<file path="src/rtl/cc_random_row_scheduler.sv">
// Road-row scheduler: issues one NADA/RANDOM row decision per game tick over a
// valid/ack handshake, with a one-deep tick buffer and a sticky overrun flag.
module cc_random_row_scheduler #(
  parameter int         RANDOMSCHED_PERIOD      = 4,
  parameter int         RANDOMSCHED_PERIODWIDTH = 8,
  parameter logic [7:0] RANDOMSCHED_SEED        = 8'h01
) (
  input  logic       CC_RANDOMSCHED_CLOCK_50,
  input  logic       CC_RANDOMSCHED_RESET_InHigh,
  input  logic       CC_RANDOMSCHED_enable_In,
  input  logic       CC_RANDOMSCHED_tick_In,
  input  logic       CC_RANDOMSCHED_ack_In,
  output logic       CC_RANDOMSCHED_select_Out,
  output logic [7:0] CC_RANDOMSCHED_RANDOM_OutBUS,
  output logic       CC_RANDOMSCHED_valid_Out,
  output logic       CC_RANDOMSCHED_overrun_Out
);

  localparam int W = RANDOMSCHED_PERIODWIDTH;
  localparam logic [W-1:0] LAST_ROW = W'(RANDOMSCHED_PERIOD - 1);

  typedef enum logic [1:0] {IDLE, ARMED, ISSUE} state_t;

  state_t       state_reg, state_next;
  logic [7:0]   lfsr_reg, lfsr_next;
  logic [W-1:0] count_reg, count_next;
  logic         pending_reg, pending_next;
  logic         overrun_reg, overrun_next;
  logic         valid_reg, valid_next;
  logic         select_reg, select_next;
  logic [7:0]   data_reg, data_next;
  logic         decide;

  // Taps 8,6,5,4 give a maximal-length sequence; an all-zero state would lock up.
  always_comb begin
    if (lfsr_reg == 8'h00) begin
      lfsr_next = RANDOMSCHED_SEED;
    end else begin
      lfsr_next = {lfsr_reg[6:0], lfsr_reg[7] ^ lfsr_reg[5] ^ lfsr_reg[4] ^ lfsr_reg[3]};
    end
  end

  always_ff @(posedge CC_RANDOMSCHED_CLOCK_50) begin
    if (CC_RANDOMSCHED_RESET_InHigh) begin
      state_reg <= IDLE;
    end else begin
      state_reg <= state_next;
    end
  end

  assign decide = CC_RANDOMSCHED_tick_In || pending_reg;

  always_comb begin
    state_next = state_reg;
    if (!CC_RANDOMSCHED_enable_In) begin
      state_next = IDLE;
    end else begin
      case (state_reg)
        IDLE:    state_next = ARMED;
        ARMED:   if (decide) state_next = ISSUE;
        ISSUE:   if (CC_RANDOMSCHED_ack_In) state_next = ARMED;
        default: state_next = IDLE;
      endcase
    end
  end

  always_comb begin
    count_next   = count_reg;
    pending_next = pending_reg;
    overrun_next = overrun_reg;
    valid_next   = valid_reg;
    select_next  = select_reg;
    data_next    = data_reg;
    if (!CC_RANDOMSCHED_enable_In) begin
      count_next   = '0;
      pending_next = 1'b0;
      overrun_next = 1'b0;
      valid_next   = 1'b0;
      select_next  = 1'b0;
      data_next    = 8'h00;
    end else begin
      case (state_reg)
        ARMED: begin
          if (decide) begin
            // A tick arriving while a buffered one is served stays buffered.
            pending_next = pending_reg && CC_RANDOMSCHED_tick_In;
            valid_next   = 1'b1;
            if (count_reg == LAST_ROW) begin
              select_next = 1'b1;
              data_next   = (lfsr_reg == 8'hFF) ? 8'hFE : lfsr_reg;
              count_next  = '0;
            end else begin
              select_next = 1'b0;
              data_next   = 8'h00;
              count_next  = count_reg + W'(1);
            end
          end
        end
        ISSUE: begin
          if (CC_RANDOMSCHED_tick_In) begin
            if (pending_reg) overrun_next = 1'b1;
            else             pending_next = 1'b1;
          end
          if (CC_RANDOMSCHED_ack_In) valid_next = 1'b0;
        end
        default: valid_next = 1'b0;
      endcase
    end
  end

  always_ff @(posedge CC_RANDOMSCHED_CLOCK_50) begin
    if (CC_RANDOMSCHED_RESET_InHigh) begin
      lfsr_reg    <= RANDOMSCHED_SEED;
      count_reg   <= '0;
      pending_reg <= 1'b0;
      overrun_reg <= 1'b0;
      valid_reg   <= 1'b0;
      select_reg  <= 1'b0;
      data_reg    <= 8'h00;
    end else begin
      lfsr_reg    <= lfsr_next;
      count_reg   <= count_next;
      pending_reg <= pending_next;
      overrun_reg <= overrun_next;
      valid_reg   <= valid_next;
      select_reg  <= select_next;
      data_reg    <= data_next;
    end
  end

  assign CC_RANDOMSCHED_select_Out    = select_reg;
  assign CC_RANDOMSCHED_RANDOM_OutBUS = data_reg;
  assign CC_RANDOMSCHED_valid_Out     = valid_reg;
  assign CC_RANDOMSCHED_overrun_Out   = overrun_reg;

endmodule

</file>
<file path="config.mk">
export PLATFORM = sky130hd
export DESIGN_NAME = cc_random_row_scheduler
export DESIGN_NICKNAME = d
export VERILOG_FILES = /design/src/rtl/cc_random_row_scheduler.sv
export SDC_FILE = /design/constraint.sdc
export NUM_CORES = 1
export LEC_CHECK = 0
export CAP_MARGIN = 30
export CORE_MARGIN = 4
export CORE_UTILIZATION = 46
export CTS_CLUSTER_SIZE = 28
export DETAILED_ROUTE_END_ITERATION = 8
export GPL_TIMING_DRIVEN = 0
export PLACE_DENSITY = 0.69
export SYNTH_ARGS = -nofsm -noshare
export SYNTH_HDL_FRONTEND = slang
export SYNTH_SLANG_ARGS = --single-unit
</file>
<file path="constraint.sdc">
create_clock -name CC_RANDOMSCHED_CLOCK_50 -period 3.7 [get_ports CC_RANDOMSCHED_CLOCK_50]
set_input_delay 1.11 -clock CC_RANDOMSCHED_CLOCK_50 [delete_from_list [all_inputs] [get_ports CC_RANDOMSCHED_CLOCK_50]]
set_output_delay 1.11 -clock CC_RANDOMSCHED_CLOCK_50 [all_outputs]
set_load 0.05 [all_outputs]
</file>
Yosys cells after proc, flatten, opt, wreduce, memory -nomap -nowiden
Cells that the tools add are included.
{ "word_totals": {"regBits": 30, "in_bits": 5, "out_inout_bits": 11, "word_cells": 44} }
{ "op_classes": {"n_addsub": 1, "n_eq_ne": 7, "mux": 13, "bitwise": 4, "n_reduce_logical": 11} }
{ "ops": {"columns": ["op", "count"], "rows": [
  ["8-bit two-way mux", 3],
  ["8-bit by 1-bit adder with 8-bit output, second input constant", 1],
  ["8-bit by 2-bit == test with 1-bit output, second input constant", 1],
  ["8-bit == test, second input constant", 1],
  ["8-bit zero test", 1],
  ["2-bit inequality test, second input constant", 3],
  ["2-bit one-hot mux with 3 select lines", 1],
  ["3-bit AND reduction", 2],
  ["1-bit two-way mux", 5],
  ["2-bit two-way mux", 2],
  ["1-bit one-hot mux with 2 select lines", 2],
  ["2-bit AND reduction", 2],
  ["2-bit OR reduction", 2],
  ["1-bit bitwise XOR", 3],
  ["2-bit by 1-bit == test with 1-bit output, second input constant", 1],
  ["2-bit == test, second input constant", 1],
  ["2-bit zero test", 1],
  ["2-bit nonzero test", 1],
  ["1-bit logical AND", 1],
  ["1-bit logical OR", 1],
  ["1-bit inverter", 1]
]} }

Longest topological paths before layout
{ "logic_depth": {"depth_word": 3, "ltp_mapped": 5, "depth_no_buf": 5} }

Worst setup path after synthesis
Ideal clock, no wire load.
{ "synth_path": {"path_kind": "input-to-reg", "from": "input CC_RANDOMSCHED_RESET_InHigh", "to": "register data_reg[0] (netlist: CC_RANDOMSCHED_RANDOM_OutBUS[0])", "setup_time_ns": 0.060, "arrival_ns": 1.839, "required_time_ns": 3.640, "setup_slack_ns": 1.801, "path_stages": 4, "path_buffers": 1, "path_cell_list": "nand2b_1 buf_12 nor3_4 a22o_1"} }
{ "synth_via": {"elab_chain_cells": 1} }
{ "synth_lines": {"columns": ["item", "line", "text"], "rows": [
  ["start: declaration", "9", "input logic CC_RANDOMSCHED_RESET_InHigh,"],
  ["2-bit OR reduction (no line)", null, null],
  ["end signal: assignment", "127", "data_reg <= data_next;"],
  ["end: declaration", "31", "logic [7:0] data_reg, data_next;"]
]} }
No other way between the ends.
A chain may end at the register's enable or synchronous reset.

Worst setup path in the final report
{ "layout_path": {"from": "register valid_reg (netlist: CC_RANDOMSCHED_valid_Out)", "to": "output CC_RANDOMSCHED_valid_Out"} }
{ "layout_rtl": {"columns": ["item", "line", "text"], "rows": [
  ["start: declaration", "29", "logic valid_reg, valid_next;"],
  ["start signal: assignment", "125", "valid_reg <= valid_next;"],
  ["end: declaration", "15", "output logic CC_RANDOMSCHED_valid_Out,"]
]} }
No word-level cell between the ends.

==> results by group <==
Layout
  – Diodes inserted: 0
  – Total Nets Final: 139
  – Fin cells: 164
  – Layout overhead on the synthesized area: 23.1%
  – Share of final-layout standard cells stronger than drive strength 1: 14.9%

Routing
  – Via Count: 888
  – DR iter-0 viols: 26
  – Total detailed-routing wirelength: 2.10 mm
  – Total DRC errors in the routed layout: 0
  – Number of search-and-repair iterations in the first detailed-routing pass: 4
  – Count of nets left with antenna violations after detail routing: 0
  – Routed via count divided by cell count: 5.41
  – Routed wire per std cell: 12.8 µm

Power and ir drop
  – Power density over the cells: 428 mW/mm²
  – Leakage power: 0.511 nW
  – VDD IR max: 0.000264 V

Placed design
  – Gpl congestion: 0.729
  – HPWL after DPL: 1.52 mm
  – Total placed cells including tap cells: 156
  – Count of input and output buffers: 15

Timing
  – Final worst-path cycle share: 72.5%
  – Minimum clock period: 2680 ps
  – Sum of negative setup slack: 0 ps
  – RSZ-0062 raised after global routing: false
  – Timing-limited maximum frequency: 373 MHz
  – Slew at the pin with the worst max-slew slack: 498 ps
  – Pins Over Slew Limit: 0
  – Slew Limit Headroom: 66.7%
  – Hold slack: 474 ps
  – Number of failing setup endpoints in the final timing report: 0
  – Worst setup skew after layout: 7.71 ps
  – Final hold violation count: 0

Yosys
  – Number of synthesized register bits: 29
  – Post-Syn Area per Cell: 10.6 µm²
  – Number of warning messages in the yosys log: 0
  – Post-Synthesis Cell Area: 0.00118 mm²
  – Sequential area share after synthesis: 49.2%
  – Syn Inst Count: 111
  – Net count after synthesis: 117
  – Unique cell type count in the Yosys netlist: 30

Setup path
  – Startpoint Class: flop
  – Signal arrival time at the worst endpoint: 1570 ps
  – Category of the worst setup path capture point: output pin
  – Type of the setup path with the least slack: reg2out
  – Buffering stage count on the worst path with inverters included: 1
  – CP Data Required Time: 2590 ps
  – Critical path fanouts, max: 7
  – Max stage delay cell, worst path: sky130_fd_sc_hd__clkdlybuf4s50_1
  – Maximum single-stage delay on the critical path: 840 ps
  – CP cell instances: clkdlybuf4s50_1
  – Top delay family on crit path: buffers and inverters

Global route
  – Largest net degree at the start of global routing: 10
  – Initial antenna violation count: 0
  – First-pass GRT wire length: 3.89 mm
  – Total Routing Usage GR: 15.0%
  – Overall overflow remaining after global route: 0
  – Vias in the first global route: 853

Clocking
  – Post-cts hold buffer count: 0
  – Setup Fix Bufs, Post-CTS: 0
  – Insertion delay of the later-clocked pin in the worst-skew pair: 320 ps
  – Clock tree from TritonCTS: done
  – # resized after CTS: 0
  – Root Buffer: sky130_fd_sc_hd__clkbuf_4
  – Clock transition at the register clock pins on the worst setup and hold paths after CTS: 80 ps
  – H-tree depth: 2
  – Clock tree sinks: 29
  – Deepest clock path buffer count: 2
  – Total CTS buffers: 5

Floorplanning
  – # rows: 18
  – # IOs: 16
  – Height of the chip: 58.6 µm
  – Die area: 0.00344 mm²
  – Die extent in x: 58.6 µm
  – Initial Util: 48.1%
  – Core outline area: 0.00245 mm²

Job
  – Maxcap violations: 0

Run status
  – Outcome: finished clean

Worst hold path
  – Classification of the worst-slack hold path: reg2reg
## path summary, 6_finish.rpt
| kind | from | end | slack, ps | cells past startpoint |
|---|---|---|---|---|
| hold reg to reg | CC_RANDOMSCHED_overrun_Out | CC_RANDOMSCHED_overrun_Out | 470 | 2 |
| setup reg to reg | count_reg[0] | CC_RANDOMSCHED_RANDOM_OutBUS[5] | 2280 | 4 |
| setup / recovery | CC_RANDOMSCHED_valid_Out | CC_RANDOMSCHED_valid_Out | 1020 | 1 |
| hold / removal | CC_RANDOMSCHED_overrun_Out | CC_RANDOMSCHED_overrun_Out | 470 | 2 |
## synth_stat cells
library cell / count / share of area, %
sky130_fd_sc_hd__a31oi_1: 1 / 0.53
sky130_fd_sc_hd__nand2_1: 2 / 0.64
sky130_fd_sc_hd__mux2i_1: 1 / 0.85
sky130_fd_sc_hd__xnor2_1: 6 / 4.5
sky130_fd_sc_hd__a21o_1: 1 / 0.64
sky130_fd_sc_hd__o2111ai_4: 1 / 2.2
sky130_fd_sc_hd__a22o_1: 8 / 5.9
sky130_fd_sc_hd__nor2_2: 2 / 1.1
sky130_fd_sc_hd__xor2_1: 3 / 2.2
sky130_fd_sc_hd__dfxtp_1: 29 / 49
sky130_fd_sc_hd__nor2b_1: 7 / 3.7
sky130_fd_sc_hd__nand3_1: 4 / 1.7
sky130_fd_sc_hd__or3_1: 1 / 0.53
sky130_fd_sc_hd__ha_1: 1 / 1.1
sky130_fd_sc_hd__nor3_1: 2 / 0.85
sky130_fd_sc_hd__nor2_1: 12 / 3.8
sky130_fd_sc_hd__nor4_2: 3 / 3.2
sky130_fd_sc_hd__inv_1: 3 / 0.95
sky130_fd_sc_hd__o21bai_2: 1 / 0.95
sky130_fd_sc_hd__a21oi_1: 6 / 2.5
sky130_fd_sc_hd__nand2_2: 1 / 0.53
sky130_fd_sc_hd__nand2b_4: 1 / 1.2
sky130_fd_sc_hd__nor3_4: 2 / 2.8
sky130_fd_sc_hd__nor4_1: 2 / 1.1
sky130_fd_sc_hd__buf_12: 1 / 1.7
sky130_fd_sc_hd__nand4_1: 2 / 1.1
sky130_fd_sc_hd__nor2_4: 1 / 0.95
sky130_fd_sc_hd__o21ai_0: 3 / 1.3
sky130_fd_sc_hd__o21a_1: 3 / 1.9
sky130_fd_sc_hd__nand2b_1: 1 / 0.53
## metal layers
| metal | vias up | track usage [%] | part of all wire [%] |
|---|---|---|---|
| li1 | 445 | - | - |
| met3 | 7 | 6.36 | 5.0 |
| met4 | 0 | 5.83 | 1.7 |
| met1 | 419 | 18.9 | 47 |
| met5 | - | 0 | 0 |
| met2 | 17 | 22.8 | 46 |
## layout make-up
type	count	area, µm²
tap	30	37.5
inverter	3	11.3
clock inverter	1	30.0
sequential	29	581
buffer	1	20.0
multi-input combinational	78	568
fill	218	1000
clock buffer	7	55.1
timing repair buffer	15	150
## cell families (layout without fill, tap and decap cells)
kind of cell | count (synthesis) | in the layout | synth area share, %
AO/OA/AOI/OAI | 24 | 24 | 16.0
XOR/XNOR | 9 | 9 | 6.68
adder cells (fa/ha/maj) | 1 | 1 | 1.06
buffers and inverters | 4 | 27 | 2.65
flip-flops | 29 | 29 | 49.2
multiplexers | 1 | 1 | 0.848
AND/OR/NAND/NOR | 43 | 43 | 23.5
## per-stage QoR
step           setup WS (ps)  area (µm²)  total power, mW  utilization (%)
5_1_grt                  936        1450            0.650             59.2
3_3_place_gp            1020        1370            0.362             55.7
4_1_cts                  990        1450            0.631             59.2
6_report                1020        1450            0.622             59.2
2_1_floorplan           1800        1180            0.351                -
3_5_place_dp             989        1370            0.363             55.7
## power by group
| part | switching, mW | internal (mW) | leakage (nW) |
|---|---|---|---|
| combinational | 0.0174 | 0.0150 | 0.231 |
| sequential | 0.00620 | 0.317 | 0.235 |
| clock | 0.105 | 0.161 | 0.0455 |
| total | 0.129 | 0.493 | 0.511 |
## cells in the final DEF (no fill, tap or decap), types with 3 or more instances in the layout
master | netlist | layout
sky130_fd_sc_hd__dfxtp_1 | 29 | 29
sky130_fd_sc_hd__clkdlybuf4s50_1 | 0 | 15
sky130_fd_sc_hd__nor2_1 | 12 | 12
sky130_fd_sc_hd__a22o_1 | 8 | 8
sky130_fd_sc_hd__nor2b_1 | 7 | 7
sky130_fd_sc_hd__a21oi_1 | 6 | 6
sky130_fd_sc_hd__xnor2_1 | 6 | 6
sky130_fd_sc_hd__clkbuf_4 | 0 | 5
sky130_fd_sc_hd__nand3_1 | 4 | 4
sky130_fd_sc_hd__inv_1 | 3 | 3
sky130_fd_sc_hd__nor4_2 | 3 | 3
sky130_fd_sc_hd__o21ai_0 | 3 | 3
sky130_fd_sc_hd__o21a_1 | 3 | 3
sky130_fd_sc_hd__xor2_1 | 3 | 3
No activity file was read; power rests on OpenSTA's default activity.
